==> config.mk <==
export PLATFORM = sky130hd
export DESIGN_NAME = fetch_sequencer
export DESIGN_NICKNAME = d
export VERILOG_FILES = /design/src/rtl/fetch_sequencer.sv
export SDC_FILE = /design/constraint.sdc
export NUM_CORES = 1
export LEC_CHECK = 0
export ABC_AREA = 1
export BUFFER_PORTS_ARGS = -buffer_cell sky130_fd_sc_hd__buf_2
export CAP_MARGIN = 0
export CORE_MARGIN = 5
export CORE_UTILIZATION = 43
export DETAILED_ROUTE_END_ITERATION = 6
export GPL_ROUTABILITY_DRIVEN = 0
export PLACE_DENSITY = 0.81
export SLEW_MARGIN = 25
export SYNTH_ARGS = -nofsm -noshare
export SYNTH_HDL_FRONTEND = slang
export SYNTH_SLANG_ARGS = --single-unit
export TNS_END_PERCENT = 100
==> constraint.sdc <==
create_clock -name clk -period 1.4 [get_ports clk]
set_input_delay 0.14 -clock clk [delete_from_list [all_inputs] [get_ports clk]]
set_output_delay 0.14 -clock clk [all_outputs]
set_load 0.01 [all_outputs]
==> src/rtl/fetch_sequencer.sv <==
// rtl/fetch_sequencer.sv - instruction-fetch controller with one-entry valid/ready output stage
//
// Owns the program counter, addresses a combinational program memory and
// registers each fetched word into a single output stage handed to the
// decoder over a valid/ready handshake.
//
// Ports:
//   clk, rst          clock and synchronous active-high reset
//   start             begin fetching at START_ADDR (IDLE/HALTED only)
//   stop              request halt (RUN only)
//   jump_valid        redirect request, jump_addr is the new pc
//   mem_pc            address to program memory (the pc register)
//   mem_instruction   combinational read data for mem_pc
//   instr_valid       output stage holds an instruction
//   instr_ready       decoder accepts the held instruction
//   instr_data        registered instruction word
//   instr_pc          address instr_data was fetched from
//   running, halted   state flags
//   fetch_count       number of completed transfers (wraps)
module fetch_sequencer #(
  parameter int INSTRUCTION_WIDTH = 40,
  parameter int PC_WIDTH          = 5,
  parameter int START_ADDR        = 0,
  parameter int END_ADDR          = 31,
  parameter int WRAP_EN           = 0,
  parameter int CNT_WIDTH         = 16
) (
  input  logic                         clk,
  input  logic                         rst,
  input  logic                         start,
  input  logic                         stop,
  input  logic                         jump_valid,
  input  logic [PC_WIDTH-1:0]          jump_addr,
  output logic [PC_WIDTH-1:0]          mem_pc,
  input  logic [INSTRUCTION_WIDTH-1:0] mem_instruction,
  output logic                         instr_valid,
  input  logic                         instr_ready,
  output logic [INSTRUCTION_WIDTH-1:0] instr_data,
  output logic [PC_WIDTH-1:0]          instr_pc,
  output logic                         running,
  output logic                         halted,
  output logic [CNT_WIDTH-1:0]         fetch_count
);

  localparam logic [PC_WIDTH-1:0] START_PC = PC_WIDTH'(START_ADDR);
  localparam logic [PC_WIDTH-1:0] END_PC   = PC_WIDTH'(END_ADDR);

  typedef enum logic [1:0] {S_IDLE, S_RUN, S_DRAIN, S_HALTED} state_t;

  state_t                         state, state_next;
  logic [PC_WIDTH-1:0]            pc, pc_next;
  logic                           valid_next;
  logic [INSTRUCTION_WIDTH-1:0]   data_next;
  logic [PC_WIDTH-1:0]            ipc_next;
  logic                           transfer;
  logic                           count_en;

  assign mem_pc  = pc;
  assign running = (state == S_RUN);
  assign halted  = (state == S_HALTED);

  always_comb begin
    state_next = state;
    pc_next    = pc;
    valid_next = instr_valid;
    data_next  = instr_data;
    ipc_next   = instr_pc;
    transfer   = instr_valid & instr_ready;
    count_en   = transfer;

    // A transfer empties the stage unless a fetch below refills it.
    if (transfer) valid_next = 1'b0;

    case (state)
      S_IDLE, S_HALTED: begin
        if (start) begin
          state_next = S_RUN;
          pc_next    = START_PC;
        end
      end
      S_RUN: begin
        if (stop) begin
          state_next = S_DRAIN;
        end else if (jump_valid) begin
          // Flush: the held instruction is dropped and never counted.
          pc_next    = jump_addr;
          valid_next = 1'b0;
          count_en   = 1'b0;
        end else if (!instr_valid || instr_ready) begin
          valid_next = 1'b1;
          data_next  = mem_instruction;
          ipc_next   = pc;
          if (pc == END_PC) begin
            if (WRAP_EN != 0) pc_next = START_PC;
            else              state_next = S_DRAIN;
          end else begin
            pc_next = pc + PC_WIDTH'(1);
          end
        end
      end
      S_DRAIN: begin
        if (!instr_valid || transfer) state_next = S_HALTED;
      end
      default: state_next = S_IDLE;
    endcase
  end

  always_ff @(posedge clk) begin
    if (rst) begin
      state <= S_IDLE;
    end else begin
      state <= state_next;
    end
  end

  always_ff @(posedge clk) begin
    if (rst) begin
      pc          <= START_PC;
      instr_valid <= 1'b0;
      instr_data  <= '0;
      instr_pc    <= '0;
      fetch_count <= '0;
    end else begin
      pc          <= pc_next;
      instr_valid <= valid_next;
      instr_data  <= data_next;
      instr_pc    <= ipc_next;
      if (count_en) fetch_count <= fetch_count + CNT_WIDTH'(1);
    end
  end

endmodule

==> Yosys cells after proc, flatten, opt, wreduce, memory -nomap -nowiden <==
Cells that the tools add are included.
W data, S select, Z words.
{ "op_classes": {"n_addsub": 2, "mul": 0, "div": 0, "magnitude_cmp": 0, "n_eq_ne": 12, "n_shift": 0, "n_mux": 21, "n_bitwise": 3, "reduce_logical": 9} }
{ "ops": {"columns": ["op", "n"], "rows": [
  ["$mux W5", 5],
  ["$add A16 B1 Y16 const B", 1],
  ["$mux W2", 6],
  ["$pmux W5 S2", 1],
  ["$reduce_and A5 Y1", 2],
  ["$ne A3 B2 Y1 const B", 3],
  ["$mux W1", 8],
  ["$ne A2 B2 Y1 const B", 3],
  ["$ne A3 B3 Y1 const B", 2],
  ["$pmux W2 S3", 1],
  ["$add A5 B1 Y5 const B", 1],
  ["$eq A5 B5 Y1 const B", 1],
  ["$eq A2 B2 Y1 const B", 2],
  ["$reduce_and A4 Y1", 1],
  ["$eq A2 B1 Y1 const B", 1],
  ["$logic_not A2 Y1", 1],
  ["$logic_or A1 B1 Y1", 2],
  ["$not A1 Y1", 2],
  ["$reduce_bool A2 Y1", 1],
  ["$reduce_or A2 Y1", 1],
  ["$and A1 B1 Y1", 1],
  ["$logic_not A1 Y1", 1]
]} }
{ "word_totals": {"reg_bits": 69, "latch_bits": 0, "mem_bits_rw": 0, "rom_bits": 0, "inputBits": 51, "output_inout_bits": 69, "mem_count": 0} }

==> Logic depth before layout (Yosys ltp) <==
Gate-level depths: netlist of the first run.
{ "logic_depth": {"ltp_word": 6, "mapped_depth": 11, "depth_no_buf": 11} }

==> Least setup slack after synthesis of the first run <==
No wires, ideal clock.
{ "synth_path": {"kind": "register to register", "from": "register pc[0], in the netlist mem_pc[0]", "to": "register state[1]", "setup_time_ns": 0.070, "arrival_ns": 1.525, "setup_slack_ns": -0.195, "stages_incl_launch_ff": 10, "path_cell_list": "dfxtp_1 > ha_1 > nand2_1 > nor2_1 > ha_1 > nand2_1 > o21ai_0 > nand2_1 > or2_1 > a21oi_1"} }
{ "synth_via": {"elab_chain_cells": 3} }
{ "synth_lines": {"columns": ["item", "line", "source"], "rows": [
  ["start: declaration", "51", "logic [PC_WIDTH-1:0] pc, pc_next;"],
  ["start signal: assignment", "124", "pc <= pc_next;"],
  ["$eq A5 B5 Y1", "93", "if (pc == END_PC) begin"],
  ["$ne A3 B2 Y1 (no line)", null, null],
  ["$reduce_and A5 Y1 (no line)", null, null],
  ["end signal: assignment", "112", "state <= state_next;"],
  ["end: declaration", "50", "state_t state, state_next;"]
]} }
No other way between the ends.
A chain may end at the register's enable or synchronous reset.

==> Worst setup path after layout of the first run <==
Ends and elaborated chain as after synthesis.

==> metrics.md, run 1 <==
| Metric | Value |
|---|---|
| Critical path fanouts, max | 3 |
| Startpoint Class | flop |
| Top cells by area, synth | dfxtp_1 (46%), a21oi_1 (11%), o21ai_0 (9.9%) |
| Worst relative slew slack | approximately three fifths |
| TNS Setup | -0.748 ns |
| Drt pass-1 iters | 4 |
| CTS Sinks | 69 |
| Die area | 8680 µm² |
| Worst hold endpoint | instr_data[15] |
| CP arrival | 1.83 ns |
| Syn Nets | 472 |
| PwrDens | roughly 1400 nW/µm² |
| Nets@finish | between 600 and 700 |
| Most common cell after layout, fill and taps aside | buf_2 |
| Hold Buf Count CTS | 0 |
| Area of the core | roughly 6800 µm² |
| Worst Path Required | 1.66 ns |
| Seq cells post-synth | 69 |
| Inserted Clock Buffers | 9 |
| Seq pwr share | 36.9% |
| Area share of the largest cell type after synthesis | 46.4% |
| Via/cell ratio | 5.21 |
| Row count | 30 |
| Outcome | complete, but fails checks |
| Critical path cell sequence | ha_4 > nand2_2 > nor2_2 > ha_2 > nand2_2 > o21ai_2 > nand2_2 > or2_1 > a21oi_1 |
| Cell-internal power | ~4400 µW |
| Worst path max stage delay | between 0.3 and 0.4 ns |
| Congestion Overflow GR | 0 |
| IR drop worst, VDD | 0.696 mV |
| Final Non-Filler Cells | 653 |
| Failing checks | setup timing |
| First-pass GRT wire length | 13.4 mm |
| Total Routing Usage GR | 19.1% |
| Most frequent cells in the layout | buf_2 (119), inv_1 (71), dfxtp_1 (63) |
| Fin Hold WS | roughly 0.042 ns |
| Slew @ Worst Pin | roughly 0.6 ns |
| Maxcap violations | 0 |
| DRC errors left | 0 |
| Largest net degree at the start of global routing | 47 |
| Final Cycle Share | 112% |
| Static leakage | between 0.002 and 0.0025 µW |
| Psw | 2220 µW |
| Io pins | 120 |
| Cell depth of the worst hold path | 3 |
| Syn_area_per_cell | 7.20 µm² |
| Path depth of the worst reg2reg path | 9 |
| Worst min path class | in -> reg |
| CP max-delay cell | dfxtp_4 |
| Final number of setup-violating endpoints | 14 |
| Final hold vios | 0 |
| Dpl cells | 620 |
| Detailed Route Iter0 Violations | 143 |
| Detailed Place HPWL | 6.13 mm |
| HP Start | mem_instruction[15] |
| Post-synth top area cell | dfxtp_1 |
| Min cycle time layout | between 1.5 and 2 ns |
| Routed WL per cell | roughly 15 µm |
| Setup Skew | ~0.020 ns |
| FMAX | between 0.6 and 0.7 GHz |
| Leading register cell type out of synthesis | dfxtp_1 |
| Final WS setup | -0.168 ns |
| Syn Inst Count | 413 |
| DR vias | 3,405 |
| EDFF count, synth | 0 |
| Reg2Reg Launch Point | mem_pc[0] |
| FF-to-FF End | state[1] |
| Ys async rst share | 0% |
| CTS tree | yes |
| PortBufs | about 120 |
| Netlist cell types | 22 |
| Post-Syn Area | 2980 µm² |
| CP startpoint | mem_pc[0] |
| Routed wire length | 10.0 mm |
| Latest clock arrival within the worst-skew pair | between 0.3 and 0.4 ns |
| Clock Power Share | between 20% and 30% |
| R2r setup slk | -0.17 ns |
| Initial antenna violation count | 0 |
| Die H | between 90 and 100 µm |
| Clock slew at reported path FFs | ~0.09 ns |
| Worst path most repeated cell | nand2_2 |
| CTS root buf | clkbuf_8 |
| RSZ-0062 raised after global routing | yes |
| Combinational Power Share | approximately 34% |
| Power Total | approximately 6600 µW |
| Die X | 93.2 µm |
| Number of global-route vias before repair | 2,976 |
| Share of layout cells above drive strength 1 | between 40% and 50% |
| Synthesis-to-finish area growth | 57.2% |
| ANT cells | 0 |
| CP Class | reg -> reg |
| Yosys warns | 0 |
| Maximum clock insertion buffer count | 2 |
| Initial core utilization | approximately 44% |
| Setup crit end kind | flop |
| Slew Limit Fails | 0 |
| Pre-CTS setup slack | -0.173 ns |
| Seq/Total Area, Yosys | a little under half |
| DRT antenna net count | 0 |
| Switching Fraction | around 34% |
| H-tree Lvls | 3 |
| FILL cells | slightly above 500 |
[worst max-delay path by stage]
| stage | cells past startpoint | end |
|---|---|---|
| after floorplan | 9 | state[1] |
| final | 9 | state[1] |
| after global routing | 9 | state[1] |
| after detailed placement | 8 | fetch_count[11] |
| after CTS | 9 | state[1] |
| after global placement | 8 | fetch_count[13] |
[cell type report]
| class | count | area, µm² | area share (%) |
|---|---|---|---|
| timing repair buffer | 160 | 1060 | 22.8 |
| clock inverter | 6 | 93.8 | 2.01 |
| sequential | 69 | 1400 | 29.9 |
| inverter | 78 | 295 | 6.31 |
| tap | 80 | 100 | 2.14 |
| multi-input combinational | 250 | 1590 | 34.0 |
| clock buffer | 10 | 138 | 2.94 |
[worst max-delay path, delay by kind of cell, from the launching register on]
kind / cells / cell delay [ns]
AND/OR/NAND/NOR: 5 / 0.52
flip-flops: 1 / 0.37
adder cells (fa/ha/maj): 2 / 0.32
AO/OA/AOI/OAI: 2 / 0.29
[Yosys cell counts (2+ instances only)]
cell type / n
nor3_1: 4
nor2_1: 27
nand3b_1: 2
nand2_2: 2
a21oi_1: 64
clkbuf_1: 10
o21ai_0: 59
inv_1: 76
buf_2: 2
nand3_1: 13
nand4_1: 4
nand2_1: 61
ha_1: 8
inv_2: 2
clkbuf_2: 4
dfxtp_1: 69
[power by group through the flow]
stage / sequential [µW] / combinational, µW / clock, µW
6_report: 2430 / 2270 / 1890
4_1_cts: 2400 / 1720 / 1910
3_3_place_gp: 2420 / 1540 / 0
2_1_floorplan: 2570 / 726 / 0
5_1_grt: 2460 / 2460 / 2020
3_5_place_dp: 2440 / 1590 / 0
[registers in the layout (all words and copies together), names as in the netlist]
register / count
instr_data: 40
fetch_count: 16
instr_pc: 5
mem_pc: 5
state: 2
instr_valid: 1
[routing by layer]
| layer | GRT usage, % | wire, µm | vias up |
|---|---|---|---|
| met5 | 0 | 0 | - |
| met4 | 7.94 | 249 | 0 |
| met3 | 4.99 | 823 | 26 |
| met2 | 33.2 | 5070 | 183 |
| met1 | 22.3 | 3910 | 1563 |
| li1 | - | - | 1633 |
[cells by family after synthesis]
| group | Yosys count | synth area share (%) |
|---|---|---|
| DFF | 69 | 46.4 |
| adders and majority gates | 8 | 3.36 |
| xor gates and xnor gates | 1 | 0.294 |
| buffers and inverters | 94 | 12.1 |
| and+or+nand+nor | 116 | 16.6 |
| AOI/OAI and AO/OA | 125 | 21.2 |
[stage by stage]
step / instance area [µm²] / utilization (%)
after floorplan: 3010 / -
after CTS: 4150 / 61.4
final: 4680 / 69.2
after detailed placement: 3850 / 57.0
after global routing: 4680 / 69.2
after global placement: 3850 / 57.0
[what timing repair did]
| action | CTS | global route |
|---|---|---|
| gates cloned | 0 | 8 |
| pin swaps | 6 | 27 |
| resized for setup | 13 | 121 |
| buffers inserted | 3 | 7 |
| setup endpoints to repair | 63 | 63 |
No activity file was read; power rests on OpenSTA's default activity.
==> inputs of run 2 (changes only) <==
--- a/config.mk
+++ b/config.mk
@@ -12,7 +12,7 @@
 export CORE_UTILIZATION = 43
 export DETAILED_ROUTE_END_ITERATION = 6
 export GPL_ROUTABILITY_DRIVEN = 0
-export PLACE_DENSITY = 0.81
+export PLACE_DENSITY = 0.76
 export SLEW_MARGIN = 25
 export SYNTH_ARGS = -nofsm -noshare
 export SYNTH_HDL_FRONTEND = slang
==> metrics.md, run 2 (synthesis gave the netlist of run 1 again) <==
| Metric | Value |
|---|---|
| IR drop worst, VDD | 1.08 mV (+55%) |
| Failing checks | setup timing |
| Share of layout cells above drive strength 1 | 42.4% (-3.2 points) |
| CP arrival | 1.79 ns (-0.04 ns) |
| DRC errors left | 0 (unchanged) |
| Static leakage | 0.00210 µW (-1.4%) |
| Startpoint Class | flop |
| Via/cell ratio | 4.95 (-5.1%) |
| Worst Path Required | 1.62 ns (-0.04 ns) |
| DRT antenna net count | 0 (unchanged) |
| Placed Area | 3830 µm² (-0.58%) |
| Io pins | 120 (unchanged) |
| FMAX | 0.637 GHz (-0.12%) |
| Slew Limit Fails | 0 (unchanged) |
| Total Routing Usage GR | 18.2% (-0.90 points) |
| Number of global-route vias before repair | 2,817 (-5.3%) |
| Nets@finish | 623 (-0.64%) |
| DR vias | 3,213 (-5.6%) |
| Most common cell after layout, fill and taps aside | buf_2 |
| CTS tree | yes |
| Congestion Overflow GR | 0 (unchanged) |
| Final hold vios | 0 (unchanged) |
| Area of the core | 6760 µm² (unchanged) |
| Drt pass-1 iters | 4 (unchanged) |
| Seq pwr share | 38.9% (+2.0 points) |
| Maximum clock insertion buffer count | 2 (unchanged) |
| Outcome | complete, but fails checks |
| Min cycle time layout | 1.57 ns (+0.00194 ns) |
| RSZ-0062 raised after global routing | yes |
| Clock Power Share | 26.2% (-2.5 points) |
| Final core area utilization | 67.3% (-2.0 points) |
| Die area | 8680 µm² (unchanged) |
| Routed wire length | 9.23 mm (-8.1%) |
| Final Cycle Share | 112% (+0.14 points) |
| Final WS setup | -0.170 ns (-0.00194 ns) |
| Detailed Route Iter0 Violations | 115 (-20%) |
| Setup crit end kind | flop |
| CTS root buf | clkbuf_8 |
| Latest clock arrival within the worst-skew pair | 0.35 ns (about the same) |
| Inserted Clock Buffers | 9 (unchanged) |
| First-pass GRT wire length | 12.9 mm (-3.7%) |
| Final Instance Area | 4540 µm² (-2.8%) |
| Initial core utilization | 44.0% (unchanged) |
| FILL cells | 544 (+5.4%) |
| TNS Setup | -0.722 ns (+0.0263 ns) |
| Setup Skew | 0.00961 ns (-0.00994 ns) |
| CP Class | reg -> reg |
| Die H | 93.2 µm (unchanged) |
| Clock slew at reported path FFs | 0.08 ns (about the same) |
| Slew @ Worst Pin | 0.322 ns (-0.280 ns) |
| Die X | 93.2 µm (unchanged) |
| Max reg flops | 40 (unchanged) |
| Combinational Power Share | 34.9% (+0.5 points) |
| Cell-internal power | 4100 µW (-6.3%) |
| PwrDens | 1370 nW/µm² (-3.1%) |
| Most frequent cells in the layout | buf_2 (119), inv_1 (72), dfxtp_1 (62) |
| Critical path fanouts, max | 3 (unchanged) |
| Psw | 2110 µW (-4.9%) |
| Biggest register | instr_data |
| Routed WL per cell | 14.2 µm (-7.5%) |
| Final Non-Filler Cells | 649 (-0.61%) |
| Final number of setup-violating endpoints | 10 (-4) |
| Initial antenna violation count | 0 (unchanged) |
| Power Total | 6210 µW (-5.9%) |
| CTS Sinks | 69 (unchanged) |
| Largest net degree at the start of global routing | 63 (+34%) |
| PortBufs | 119 (unchanged) |
| Switching Fraction | 34.0% (+0.34 points) |
| Dpl cells | 617 (-0.48%) |
| Row count | 30 (unchanged) |
| Largest regs | instr_data (40), fetch_count (16) |
| Synthesis-to-finish area growth | 52.7% |
| Detailed Place HPWL | 5.69 mm (-7.2%) |
| Worst min path class | in -> reg |
| Maxcap violations | 0 (unchanged) |
| ANT cells | 0 (unchanged) |
| H-tree Lvls | 3 (unchanged) |
| Worst relative slew slack | 78.4% (+19 points) |
run 2: area by class of cell:
class / instances / area, µm² / share of cell area (%)
Multi-Input combinational cell: 250 / 1510 / 33.2
Clock buffer: 9 / 124 / 2.73
Sequential cell: 69 / 1400 / 30.8
Inverter: 78 / 300 / 6.61
Timing Repair Buffer: 156 / 1040 / 22.9
Tap cell: 80 / 100 / 2.20
Clock inverter: 7 / 73.8 / 1.62
run 2: power by group through the flow:
stage | Clock, µW | Sequential [µW] | Combinational (µW)
floorplan | 0 | 2570 | 726
global placement | 0 | 2420 | 1520
detailed placement | 0 | 2430 | 1570
CTS | 1670 | 2400 | 1710
global route | 1780 | 2450 | 2340
finish | 1630 | 2420 | 2160
run 2: path summary, 6_finish.rpt:
path	from	end	slack, ns	depth (start not counted)
setup / recovery	mem_pc[0]	state[0]	-0.17	9
hold / removal	mem_instruction[19]	instr_data[19]	0.05	3
setup reg to reg	mem_pc[0]	state[0]	-0.17	9
hold reg to reg	instr_pc[4]	instr_pc[4]	0.44	2
run 2: through the flow:
step / setup WS (ns) / hold slack [ns]
5_1_grt: -0.237 / 0.0507
4_1_cts: -0.103 / 0.0533
3_3_place_gp: -0.0718 / 0.417
3_5_place_dp: -0.134 / 0.427
6_report: -0.170 / 0.0517
2_1_floorplan: -0.0148 / 0.331
run 2: timing repair:
action,CTS,global route
resized for setup,17,104
cloned,0,7
buffers inserted,2,7
endpoints found under the setup margin,47,65
pin swaps,7,27
hold buffers,0,0
endpoints found under the hold margin,0,0
run 2: routing by layer:
metal	wire, µm	up-vias	track usage [%]
met5	0	-	0
met4	76	0	5.13
met3	654	9	5.71
met2	4600	106	29.9
met1	3900	1474	23.0
li1	-	1624	-
run 2: worst max-delay path, cell delays in order (launching register included):
cell     delay [ns]
dfxtp_4        0.36
ha_4           0.13
nand2_2        0.04
nor2_2         0.09
ha_2           0.18
nand2_2        0.07
o21ai_2        0.13
nand2_1        0.10
o21ai_0        0.26
a21oi_1        0.08
==> inputs of run 3 (changes only) <==
--- a/config.mk
+++ b/config.mk
@@ -13,6 +13,7 @@
 export DETAILED_ROUTE_END_ITERATION = 6
 export GPL_ROUTABILITY_DRIVEN = 0
 export PLACE_DENSITY = 0.76
+export RECOVER_POWER = 50
 export SLEW_MARGIN = 25
 export SYNTH_ARGS = -nofsm -noshare
 export SYNTH_HDL_FRONTEND = slang
==> metrics.md, run 3 (synthesis gave the netlist of run 1 again) <==
| Metric | Value |
|---|---|
| Outcome | complete, but fails checks |
| Failing checks | setup timing |
| DRC errors left | 0 (unchanged) |
| Cell-internal power | 4040 µW (-1.4%) |
| Clock slew at reported path FFs | 0.08 ns (about the same) |
| Latest clock arrival within the worst-skew pair | 0.34 ns (about the same) |
| Switching Fraction | 34.4% (+0.38 points) |
| DR vias | 3,220 (+0.22%) |
| Die H | 93.2 µm (unchanged) |
| Number of global-route vias before repair | 2,817 (unchanged) |
| Area of the core | 6760 µm² (unchanged) |
| Critical path fanouts, max | 3 (unchanged) |
| CP Class | reg -> reg |
| Final number of setup-violating endpoints | 10 (unchanged) |
| Detailed Place HPWL | 5.69 mm (unchanged) |
| PortBufs | 119 (unchanged) |
| Drt pass-1 iters | 4 (unchanged) |
| Dpl cells | 617 (unchanged) |
| Worst Path Required | 1.62 ns (about the same) |
| Maxcap violations | 0 (unchanged) |
| Maximum clock insertion buffer count | 2 (unchanged) |
| RSZ-0062 raised after global routing | yes |
| Biggest register | instr_data |
| CTS root buf | clkbuf_8 |
| First-pass GRT wire length | 12.9 mm (unchanged) |
| Routed wire length | 9.27 mm (+0.40%) |
| Setup crit end kind | flop |
| Max reg flops | 40 (unchanged) |
| Final Cycle Share | 112% (about the same) |
| Via/cell ratio | 4.96 (+0.22%) |
| Fin Hold WS | 0.0520 ns (+0.000220 ns) |
| H-tree Lvls | 3 (unchanged) |
| Row count | 30 (unchanged) |
| Final WS setup | -0.170 ns (+0.0000230 ns) |
| CTS Sinks | 69 (unchanged) |
| Slew @ Worst Pin | 0.322 ns (-0.000286 ns) |
| CP arrival | 1.79 ns (about the same) |
| Worst relative slew slack | 78.4% (about the same) |
| Inserted Clock Buffers | 9 (unchanged) |
| Final hold vios | 0 (unchanged) |
| Largest regs | instr_data (40), fetch_count (16) |
| Setup Skew | 0.00873 ns (-0.000884 ns) |
| Min cycle time layout | 1.57 ns (-0.0000230 ns) |
| Startpoint Class | flop |
| Total Routing Usage GR | 18.2% (unchanged) |
| Final Non-Filler Cells | 649 (unchanged) |
| ANT cells | 0 (unchanged) |
| CTS tree | yes |
| Seq pwr share | 39.3% (+0.4 points) |
| IR drop worst, VDD | 1.08 mV (about the same) |
| Io pins | 120 (unchanged) |
| Routed WL per cell | 14.3 µm (+0.40%) |
| Initial core utilization | 44.0% (unchanged) |
| Share of layout cells above drive strength 1 | 33.4% (-9.0 points) |
| Die X | 93.2 µm (unchanged) |
| Psw | 2120 µW (+0.29%) |
| Most common cell after layout, fill and taps aside | inv_1 |
| Pre-CTS setup slack | -0.134 ns (unchanged) |
| DRT antenna net count | 0 (unchanged) |
| Nets@finish | 623 (unchanged) |
| FMAX | 0.637 GHz (about the same) |
| Die area | 8680 µm² (unchanged) |
| PwrDens | 1370 nW/µm² (+0.60%) |
| Initial antenna violation count | 0 (unchanged) |
| Congestion Overflow GR | 0 (unchanged) |
| Slew Limit Fails | 0 (unchanged) |
| Clock Power Share | 26.4% (+0.2 points) |
| Worst min path class | in -> reg |
| Most frequent cells in the layout | inv_1 (72), buf_2 (69), dfxtp_1 (63) |
| Synthesis-to-finish area growth | 50.6% |
| Combinational Power Share | 34.3% (-0.6 points) |
| Static leakage | 0.00188 µW (-10%) |
| Largest net degree at the start of global routing | 63 (unchanged) |
| Detailed Route Iter0 Violations | 110 (-4.3%) |
==> run 3: cell count changes in the layout (fill, tap and decap cells not counted), sizes merged <==
cell,change
buf,-50
clkbuf,+50
==> run 3: routing by layer <==
metal  part of all wire (%)  wire length (µm)  global-route usage (%)  up-vias
li1                       -                 -                       -     1627
met1                     43              3960                    23.0     1475
met2                     50              4590                    29.9      109
met3                    6.9               644                    5.71        9
met4                   0.82                76                    5.13        0
met5                      0                 0                       0        -
==> run 3: layout make-up <==
type                       instances  area, µm²
tap                               80        100
sequential                        69       1400
inverter                          78        300
fill                             575       2280
clock buffer                       9        124
clock inverter                     7       73.8
timing repair buffer             156        976
multi-input combinational        250       1510
==> run 3: worst max-delay path: stages (launching register included) <==
cell	delay, ns
dfxtp_4	0.36
ha_4	0.13
nand2_2	0.04
nor2_2	0.09
ha_2	0.18
nand2_2	0.07
o21ai_2	0.13
nand2_1	0.10
o21ai_0	0.26
a21oi_1	0.08
==> run 3: power groups by stage <==
stage	Combinational [µW]	Sequential (µW)	Clock [µW]
after floorplan	726	2570	0
after global placement	1520	2420	0
after detailed placement	1570	2430	0
after CTS	1710	2400	1670
after global routing	2290	2460	1780
final	2110	2420	1620
==> run 3: stage by stage <==
step	cell area [µm²]	total power, µW	util (%)	TNS (ns)
final	4480	6160	66.3	-0.723
after global routing	4480	6520	66.3	-2.48
after CTS	4100	5770	60.7	-0.414
after detailed placement	3830	3990	56.7	-1.29
after global placement	3830	3940	56.7	-0.365
after floorplan	3010	3290	-	-0.0287
==> run 3: worst paths after layout <==
check / depth (start not counted) / end / startpoint / slack, ns
min: 3 / instr_data[9] / mem_instruction[9] / 0.05
max reg2reg: 9 / state[0] / mem_pc[0] / -0.17
max: 9 / state[0] / mem_pc[0] / -0.17
min reg2reg: 2 / instr_pc[4] / instr_pc[4] / 0.45
==> run 3: what timing repair did <==
| item | in CTS | in global routing |
|---|---|---|
| gates cloned | 0 | 7 |
| setup buffers | 2 | 7 |
| resized for setup | 17 | 104 |
| hold buffers | 0 | 0 |
| pin swaps | 7 | 27 |
| setup endpoints to repair | 47 | 65 |
